## src/rtl/pulse_event_counter_pkg.sv

```systemverilog
// Shared defaults and helpers for the pulse event counter and other slow-domain CDC consumers.
package pulse_event_counter_pkg;

  localparam int unsigned PEC_SYNC_STAGES_DEFAULT = 32'd2;
  localparam int unsigned PEC_MIN_IDLE_DEFAULT    = 32'd2;

  // Gap counter must hold values 1..min_idle.
  function automatic int unsigned gap_width(input int unsigned min_idle);
    int unsigned w;
    w = $clog2(min_idle + 32'd1);
    return (w < 32'd1) ? 32'd1 : w;
  endfunction

endpackage

```

## src/rtl/pulse_event_counter_sync_chain.sv

```systemverilog
// sync_chain: generic multi-flop synchroniser for asynchronous inputs, reset to a chosen idle value.
module sync_chain #(
  parameter int unsigned          WIDTH  = 32'd1,
  parameter int unsigned          STAGES = 32'd2,
  parameter logic [WIDTH-1:0]     INIT   = '0
) (
  input  logic             clk,
  input  logic             rst,
  input  logic [WIDTH-1:0] d,
  output logic [WIDTH-1:0] q
);

  logic [WIDTH-1:0] r_stage [STAGES];

  always_ff @(posedge clk or posedge rst) begin
    if (rst) begin
      for (int i = 0; i < int'(STAGES); i++) r_stage[i] <= INIT;
    end else begin
      r_stage[0] <= d;
      for (int i = 1; i < int'(STAGES); i++) r_stage[i] <= r_stage[i-1];
    end
  end

  assign q = r_stage[STAGES-1];

endmodule

```

## src/rtl/pulse_event_counter.sv

```systemverilog
// Turns a stretched asynchronous pulse level into single events with re-trigger rejection and a saturating count.
// Optional PULSE_EVENT_TIMESTAMP_EN adds a free-running cycle counter and a ts_o event timestamp.
module pulse_event_counter
  import pulse_event_counter_pkg::*;
#(
  parameter bit          PULSE_VALUE = 1'b1,
  parameter int unsigned SYNC_STAGES = PEC_SYNC_STAGES_DEFAULT,
  parameter int unsigned MIN_IDLE    = PEC_MIN_IDLE_DEFAULT,
  parameter int unsigned COUNT_WIDTH = 32'd16,
  parameter int unsigned THRESHOLD   = 32'd1
) (
  input  logic                   clk,
  input  logic                   rst,
  input  logic                   dat_i,
  input  logic                   cnt_clr,
  output logic                   evt_o,
  output logic [COUNT_WIDTH-1:0] cnt_o,
  output logic                   irq_o,
  output logic                   ovf_o
`ifdef PULSE_EVENT_TIMESTAMP_EN
  ,
  output logic [COUNT_WIDTH-1:0] ts_o
`endif
);

  typedef enum logic [1:0] {
    ST_IDLE   = 2'd0,
    ST_ACTIVE = 2'd1,
    ST_GAP    = 2'd2
  } state_t;

  localparam int unsigned            GW  = gap_width(MIN_IDLE);
  localparam logic [GW-1:0]          GAP_LAST = GW'(MIN_IDLE);
  localparam logic [COUNT_WIDTH-1:0] THR = COUNT_WIDTH'(THRESHOLD);

  logic                   w_s;
  state_t                 r_state, w_state_nxt;
  logic [GW-1:0]          r_gap, w_gap_nxt;
  logic                   w_evt;
  logic                   r_evt;
  logic [COUNT_WIDTH-1:0] r_cnt, w_cnt_nxt;
  logic                   r_irq;
  logic                   r_ovf, w_ovf_nxt;

  sync_chain #(
    .WIDTH (32'd1),
    .STAGES(SYNC_STAGES),
    .INIT  (~PULSE_VALUE)
  ) u_sync (
    .clk(clk),
    .rst(rst),
    .d  (dat_i),
    .q  (w_s)
  );

  always_comb begin
    w_state_nxt = r_state;
    w_gap_nxt   = r_gap;
    w_evt       = 1'b0;
    case (r_state)
      ST_IDLE: begin
        if (w_s == PULSE_VALUE) begin
          w_state_nxt = ST_ACTIVE;
          w_evt       = 1'b1;
        end
      end
      ST_ACTIVE: begin
        if (w_s != PULSE_VALUE) begin
          w_state_nxt = ST_GAP;
          w_gap_nxt   = GW'(1);
        end
      end
      ST_GAP: begin
        // A pulse inside the gap re-arms ACTIVE silently: it is a re-trigger, not an event.
        if (w_s == PULSE_VALUE) begin
          w_state_nxt = ST_ACTIVE;
        end else if (r_gap == GAP_LAST) begin
          w_state_nxt = ST_IDLE;
        end else begin
          w_gap_nxt = r_gap + GW'(1);
        end
      end
      default: begin
        w_state_nxt = ST_IDLE;
        w_gap_nxt   = '0;
      end
    endcase
  end

  always_comb begin
    w_cnt_nxt = r_cnt;
    w_ovf_nxt = r_ovf;
    // Clear wins over overflow but still counts a coincident event.
    if (cnt_clr) begin
      w_cnt_nxt = w_evt ? COUNT_WIDTH'(1) : '0;
      w_ovf_nxt = 1'b0;
    end else if (w_evt) begin
      if (&r_cnt) w_ovf_nxt = 1'b1;
      else        w_cnt_nxt = r_cnt + COUNT_WIDTH'(1);
    end
  end

  always_ff @(posedge clk or posedge rst) begin
    if (rst) begin
      r_state <= ST_IDLE;
      r_gap   <= '0;
      r_evt   <= 1'b0;
      r_cnt   <= '0;
      r_irq   <= 1'b0;
      r_ovf   <= 1'b0;
    end else begin
      r_state <= w_state_nxt;
      r_gap   <= w_gap_nxt;
      r_evt   <= w_evt;
      r_cnt   <= w_cnt_nxt;
      r_irq   <= (w_cnt_nxt >= THR);
      r_ovf   <= w_ovf_nxt;
    end
  end

  assign evt_o = r_evt;
  assign cnt_o = r_cnt;
  assign irq_o = r_irq;
  assign ovf_o = r_ovf;

`ifdef PULSE_EVENT_TIMESTAMP_EN
  logic [COUNT_WIDTH-1:0] r_cyc;
  logic [COUNT_WIDTH-1:0] r_ts;

  always_ff @(posedge clk or posedge rst) begin
    if (rst) begin
      r_cyc <= '0;
      r_ts  <= '0;
    end else begin
      r_cyc <= r_cyc + COUNT_WIDTH'(1);
      if (w_evt) r_ts <= r_cyc;
    end
  end

  assign ts_o = r_ts;
`endif

endmodule
```

## config.mk

```make
export PLATFORM = sky130hd
export DESIGN_NAME = pulse_event_counter
export DESIGN_NICKNAME = d
export VERILOG_FILES = /design/src/rtl/pulse_event_counter_pkg.sv /design/src/rtl/pulse_event_counter_sync_chain.sv /design/src/rtl/pulse_event_counter.sv
export SDC_FILE = /design/constraint.sdc
export NUM_CORES = 1
export LEC_CHECK = 0
export ABC_AREA = 1
export BUFFER_PORTS_ARGS = -buffer_cell sky130_fd_sc_hd__clkbuf_2
export CAP_MARGIN = 10
export CORE_UTILIZATION = 41
export CTS_CLUSTER_SIZE = 20
export DETAILED_ROUTE_END_ITERATION = 10
export PLACE_DENSITY = 0.6
export SLEW_MARGIN = 15
export SYNTH_ARGS = -nofsm -noshare
export SYNTH_HDL_FRONTEND = slang
export SYNTH_SLANG_ARGS = --single-unit
```

## constraint.sdc

```tcl
create_clock -name clk -period 4.28 [get_ports clk]
set_input_delay 0.214 -clock clk [delete_from_list [all_inputs] [get_ports clk]]
set_output_delay 0.214 -clock clk [all_outputs]
set_load 0.02 [all_outputs]
```

==> summary.md, run 1 <==
| Metric | Value |
|---|---|
| CP max stage delay | 420 ps |
| Clock buffer count from CTS | 3 |
| Drt wl/cell | 11.28 um |
| I/O Pins | 23 |
| Clock period minus worst slack | 2250 ps |
| Synth area leader | dfrtp_1 |
| Final-report max-slew violation count | 0 |
| Via density | 4.829 |
| Final hold slack | 46.91 ps |
| Final period utilization | 0.5258 |
| Antenna diodes | 0 |
| Most common cell after layout, fill and taps aside | nand2_1 |
| Crit-path slowest cell | dfrtp_1 |
| Num rows | 22 |
| First-pass GRT wire length | 5789 um |
| Final setup TNS | 0 ps |
| Final wirelength | 3429 um |
| Initial antenna violation count | 0 |
| Drt initial violations | 55 |
| Crit-path cells | inv_1 -> ha_1 -> nand2_1 -> inv_1 -> or2_2 -> nand3_1 -> nand2_1 -> inv_1 -> nand2_1 -> nor2_1 -> nand3_1 |
| Syn Inst Count | 233 |
| CTS sink cnt | 25 |
| Post-CTS Setup Bufs | 0 |
| Die H | 65.35 um |
| # fillers | 422 |
| Most frequent cells in the layout | nand2_1 (61), inv_1 (45), nand3_1 (33) |
| CP max FO | 13 |
| Unrepaired setup endpoints after global routing | false |
| Placement Cell Area | 1797 um2 |
| Routability congestion estimate | 0.7908 |
| HPWL Detailed | 2597 um |
| Cells after DPL | 300 |
| Hold Buf Count CTS | 0 |
| Synth area leaders | dfrtp_1 (38%), nand2_1 (14%), inv_1 (10%), nand3_1 (10%), ha_1 (5.3%) |
| Post-Syn Nets | 244 |
| Layout Skew | 1.893 ps |
| Critical path class | reg -> reg |
| Final std cell area, no fill | 1842 um2 |
| Slew of the pin with the lowest slew margin | 976.4 ps |
| Port Buffers | 22 |
| Fin worst setup slack | 2030 ps |
| Mapped Area | 1645 um2 |
| Fmax | 0.4444 GHz |
| Nets@finish | 268 |
| Core box area | 3744 um2 |
| Number of synthesized flops with an enable pin | 0 |
| Final core utilization | 0.4920 |
| Vias | 1468 |
| Static leakage | 1.054 nW |
| Die W | 65.35 um |
| Sequential share of the synthesized area | 0.3802 |
| Setup violators final | 0 |
| Flops & latches, synth | 25 |
| Final hold violation count | 0 |
| Worst min path class | in -> reg |
| Max-Slew Margin vs Limit | 0.3484 |
| Initial Utilization | 0.4395 |
| Worst-Skew Late Latency | 270 ps |
| Top_reg_cell synth | dfrtp_1 |
| Overall Power | 876.6 uW |
| Power Density | 476.0 nW/um2 |
| Area growth from synthesis to layout | 11.94% |
| Antenna-violating nets left | 0 |
| Critical Path Start Type | flop |
| First-pass DRT Iterations | 4 |
| Total congestion overflow | 0 |
| Crit end category | flop |
| H-tree level count | 1 |
| Avg Inst Size Synth | 7.061 um2 |
| Die area | 4271 um2 |
| WP data arrival | 2410 ps |
| DP Worst Slack | 2011 ps |
| Post-synth top area share | 0.3802 |
| Yosys cell types | 24 |
| Share of cells above drive strength 1 | 0.1797 |
| Pin count of the biggest net entering global routing | 26 |
| Fraction of registers with async set/reset | 1.000 |
| Vias in the first global route | 1339 |
| Total GRT Usage | 0.1755 |
| Status | completed |
| Yosys warning count | 0 |
| Post-route DRC | 0 |
| Clock slew seen by the registers of the worst setup and hold paths | 90 ps |
| Worst Path Required | 4440 ps |
| Finished Layout Cells | 304 |
| Maximum VDD drop | 0.2512 mV |
| Max_cap viols | 0 |
| Post-CTS sizing | 0 |
| Clk buf depth | 2 |
| Clock Root Buffer | clkbuf_8 |
| CTS tree | yes |
## routing by layer
layer | up-vias | wire, um | GRT usage
li1 | 761 | - | -
met1 | 670 | 1654 | 0.2250
met2 | 32 | 1603 | 0.3054
met3 | 5 | 130 | 0.02431
met4 | 0 | 41 | 0.04891
met5 | - | 0 | 0
## sequential cells by signal (all words and copies together) (netlist names)
register / count
r_gap: 2
cnt_o: 16
ovf_o: 1
r_state: 2
u_sync.q: 1
irq_o: 1
u_sync.r_stage: 1
evt_o: 1
## critical path: cells and delay by family, from the launching register on
family        cells  cell delay (ps)
simple gates      7             1040
fa+ha+maj         1              220
buf+inv           3              440
flops             1              420
## synthesized netlist by cell type, types with 2 or more instances
| cell | n |
|---|---|
| clkinv_1 | 2 |
| nand2_2 | 4 |
| nor2_2 | 10 |
| o21ai_0 | 11 |
| buf_4 | 2 |
| nor2_1 | 16 |
| nand4_1 | 2 |
| ha_1 | 7 |
| nand3_1 | 33 |
| nand2_4 | 2 |
| xor2_1 | 2 |
| nand2_1 | 61 |
| inv_1 | 45 |
| nor2_4 | 2 |
| dfrtp_1 | 25 |
## worst paths after layout
check / slack, ps / start / cells past startpoint / endpoint
min in group asynchronous: 140 / rst / 2 / cnt_o[13]$_DFF_PP0_
setup / recovery: 2030 / r_state[0]$_DFFE_PP0P_ / 11 / irq_o$_DFF_PP0_
max in group asynchronous: 3550 / rst / 2 / cnt_o[3]$_DFF_PP0_
hold reg to reg: 350 / u_sync.r_stage[1]$_DFF_PP0_ / 0 / u_sync.q$_DFF_PP0_
hold / removal: 50 / dat_i / 1 / u_sync.r_stage[1]$_DFF_PP0_
setup reg to reg: 2030 / r_state[0]$_DFFE_PP0P_ / 11 / irq_o$_DFF_PP0_
## final cells by class
class                           count  area, um2  share of cell area
Tap cell                           48      60.06             0.03261
Timing Repair Buffer               22      110.1             0.05978
Multi-Input combinational cell    158      824.5              0.4477
Clock buffer                        4      45.04             0.02446
Sequential cell                    25      625.6              0.3397
Inverter                           47      176.4             0.09579
## power by group
| group | switching [mW] | internal (mW) | total [mW] |
|---|---|---|---|
| clock network | 0.0762 | 0.0666 | 0.143 |
| logic | 0.249 | 0.142 | 0.391 |
| registers | 0.0533 | 0.289 | 0.342 |
## cell families after synthesis
group | Yosys count | synth area share
buf+inv | 50 | 0.1186
fa+ha+maj | 7 | 0.05323
simple gates | 133 | 0.3810
xor+xnor | 3 | 0.01597
flops | 25 | 0.3802
compound gates | 15 | 0.05095
(Power assumes the default switching activity.)
==> inputs of run 2 (changes only) <==
==> constraint.sdc (replaced) <==
create_clock -name clk -period 2.1 [get_ports clk]
set_input_delay 0.105 -clock clk [delete_from_list [all_inputs] [get_ports clk]]
set_output_delay 0.105 -clock clk [all_outputs]
set_load 0.02 [all_outputs]
==> summary.md, run 2 (same netlist as run 1, synthesis figures left out) <==
| Metric | Value |
|---|---|
| Critical path class | reg -> reg (unchanged) |
| Static leakage | 1.092 nW (was 1.054 nW) |
| Reg2Reg Setup Slack | 230 ps (was 2030 ps) |
| Final hold violation count | 0 (unchanged) |
| Clock period minus worst slack | 1874 ps (was 2250 ps) |
| RR Startpoint | r_state[1]$_DFFE_PP0P_ (was r_state[0]$_DFFE_PP0P_) |
| Clk buf depth | 2 (unchanged) |
| Largest register FFs | 16 (unchanged) |
| Most common cell after layout, fill and taps aside | nand2_1 (unchanged) |
| Status | completed (unchanged) |
| Max-Slew Margin vs Limit | 0.6876 (was 0.3484) |
| Metal3 WL | 137 um (was 130 um) |
| CTS tree | yes (unchanged) |
| Top sig layer | met4 (unchanged) |
| Initial antenna violation count | 0 (unchanged) |
| Nets@finish | 276 (was 268) |
| Unrepaired setup endpoints after global routing | false (unchanged) |
| WP data arrival | 2030 ps (was 2410 ps) |
| Max_cap viols | 0 (unchanged) |
| Fmax | 0.5337 GHz (was 0.4444 GHz) |
| Worst-Skew Late Latency | 260 ps (was 270 ps) |
| Total GRT Usage | 0.1840 (was 0.1755) |
| Share of cells above drive strength 1 | 0.2008 (was 0.1797) |
| Antenna diodes | 0 (unchanged) |
| Final period utilization | 0.8923 (was 0.5258) |
| Clock slew seen by the registers of the worst setup and hold paths | 80 ps (was 90 ps) |
| H-tree level count | 1 (unchanged) |
| Pin count of the biggest net entering global routing | 26 (unchanged) |
| Die H | 65.35 um (unchanged) |
| Worst Path Required | 2250 ps (was 4440 ps) |
| Critical Path Start Type | flop (unchanged) |
| Layout Skew | 1.195 ps (was 1.893 ps) |
| CTS sink cnt | 25 (unchanged) |
| Initial Utilization | 0.4395 (unchanged) |
| Crit path from | r_state[1]$_DFFE_PP0P_ (was r_state[0]$_DFFE_PP0P_) |
| Area growth from synthesis to layout | 16.27% (was 11.94%) |
| Total congestion overflow | 0 (unchanged) |
| Met2 wire length | 1542 um (was 1603 um) |
| Num rows | 22 (unchanged) |
| CP max FO | 10 (was 13) |
| Post-route DRC | 0 (unchanged) |
| Worst min path class | in -> reg (unchanged) |
| Most frequent cells in the layout | nand2_1 (61), inv_1 (45), nand3_1 (33) (unchanged) |
| Final-report max-slew violation count | 0 (unchanged) |
| Final wirelength | 3364 um (was 3429 um) |
| Crit path to | irq_o$_DFF_PP0_ (unchanged) |
| DRT met1 WL | 1665 um (was 1654 um) |
| Reg area | 626.9 um2 (was 625.6 um2) |
| Worst R2R End | irq_o$_DFF_PP0_ (unchanged) |
| # fillers | 395 (was 422) |
| First-pass DRT Iterations | 4 (unchanged) |
| Die area | 4271 um2 (unchanged) |
| Port Buffers | 22 (unchanged) |
| Die W | 65.35 um (unchanged) |
| Core box area | 3744 um2 (unchanged) |
| Routability congestion estimate | 0.7863 (was 0.7908) |
| Drt initial violations | 103 (was 55) |
| Power Density | 952.4 nW/um2 (was 476.0 nW/um2) |
| Maximum VDD drop | 0.6794 mV (was 0.2512 mV) |
| I/O Pins | 23 (unchanged) |
| Final std cell area, no fill | 1913 um2 (was 1842 um2) |
| Final hold slack | 141.0 ps (was 46.91 ps) |
| Vias in the first global route | 1320 (was 1339) |
| Clock buffer count from CTS | 3 (unchanged) |
| Crit end category | flop (unchanged) |
| First-pass GRT wire length | 6065 um (was 5789 um) |
| Antenna-violating nets left | 0 (unchanged) |
| HPWL Detailed | 2695 um (was 2597 um) |
| Vias | 1457 (was 1468) |
| Cell count of the worst reg-to-reg path | 12 (was 11) |
| Slew of the pin with the lowest slew margin | 468.6 ps (was 976.4 ps) |
| Placement Cell Area | 1842 um2 (was 1797 um2) |
| Via density | 4.670 (was 4.829) |
| Final setup TNS | 0 ps (unchanged) |
| Drt wl/cell | 10.78 um (was 11.28 um) |
| Setup violators final | 0 (unchanged) |
| Area occupied by multi-input gates | 829.5 um2 (was 824.5 um2) |
| Clock Root Buffer | clkbuf_8 (unchanged) |
run 2: changes by cell type in the layout (fill, tap and decap cells not counted):
cell	before	now
buf_4	0	6
dfrtp_1	25	24
dfrtp_2	0	1
dlygate4sd3_1	0	2
nor2_2	10	9
nor2_4	2	3
run 2: report_power, final:
part           switching, mW  internal, mW
logic                  0.511         0.327
clock network          0.148         0.136
registers              0.110         0.591
total                  0.769          1.05
run 2: what timing repair did:
item,in CTS,in global routing
hold buffers,2,0
hold endpoints to repair,26,0
buffers inserted,0,0
setup endpoints to repair,0,1
gates resized for setup,0,2
run 2: how the worst min path moves through the flow:
stage	startpoint	slack, ps	depth (start not counted)	endpoint
6_report	cnt_clr	140	4	cnt_o[0]$_DFF_PP0_
5_1_grt	cnt_clr	160	4	cnt_o[0]$_DFF_PP0_
4_1_cts	cnt_clr	140	4	cnt_o[0]$_DFF_PP0_
3_5_place_dp	rst	160	3	u_sync.r_stage[1]$_DFF_PP0_
3_3_place_gp	rst	160	3	cnt_o[11]$_DFF_PP0_
2_1_floorplan	rst	130	1	cnt_o[0]$_DFF_PP0_
run 2: critical path, stage by stage (launching register included):
cell	delay [ps]
dfrtp_1	420
inv_1	130
ha_1	200
nand2_1	80
buf_4	180
nor2_2	140
nand2_1	100
clkinv_1	80
nand3_1	60
nand3_1	110
nand2_1	50
nor2_1	130
nand3_1	90
run 2: final cells by class:
type | count | share of cell area
flip-flops and latches | 25 | 0.3277
clock buffers | 4 | 0.02354
well taps | 48 | 0.03139
repair buffers | 30 | 0.09156
inverters | 47 | 0.09222
multi-input cells | 158 | 0.4336
run 2: through the flow:
step	total power, mW	instances	utilization	setup WS, ps
after floorplan	1.315	233	-	388.4
after global placement	1.551	306	0.4920	146.9
after detailed placement	1.550	306	0.4920	156.0
after CTS	1.837	312	0.5094	145.7
after global routing	2.003	312	0.5110	13.13
final	1.822	312	0.5110	226.2
run 2: per-layer routing:
| metal | global-route usage | up-vias |
|---|---|---|
| met5 | 0 | - |
| met4 | 0.03261 | 0 |
| met3 | 0.03125 | 2 |
| met2 | 0.2951 | 32 |
| met1 | 0.2615 | 643 |
| li1 | - | 780 |
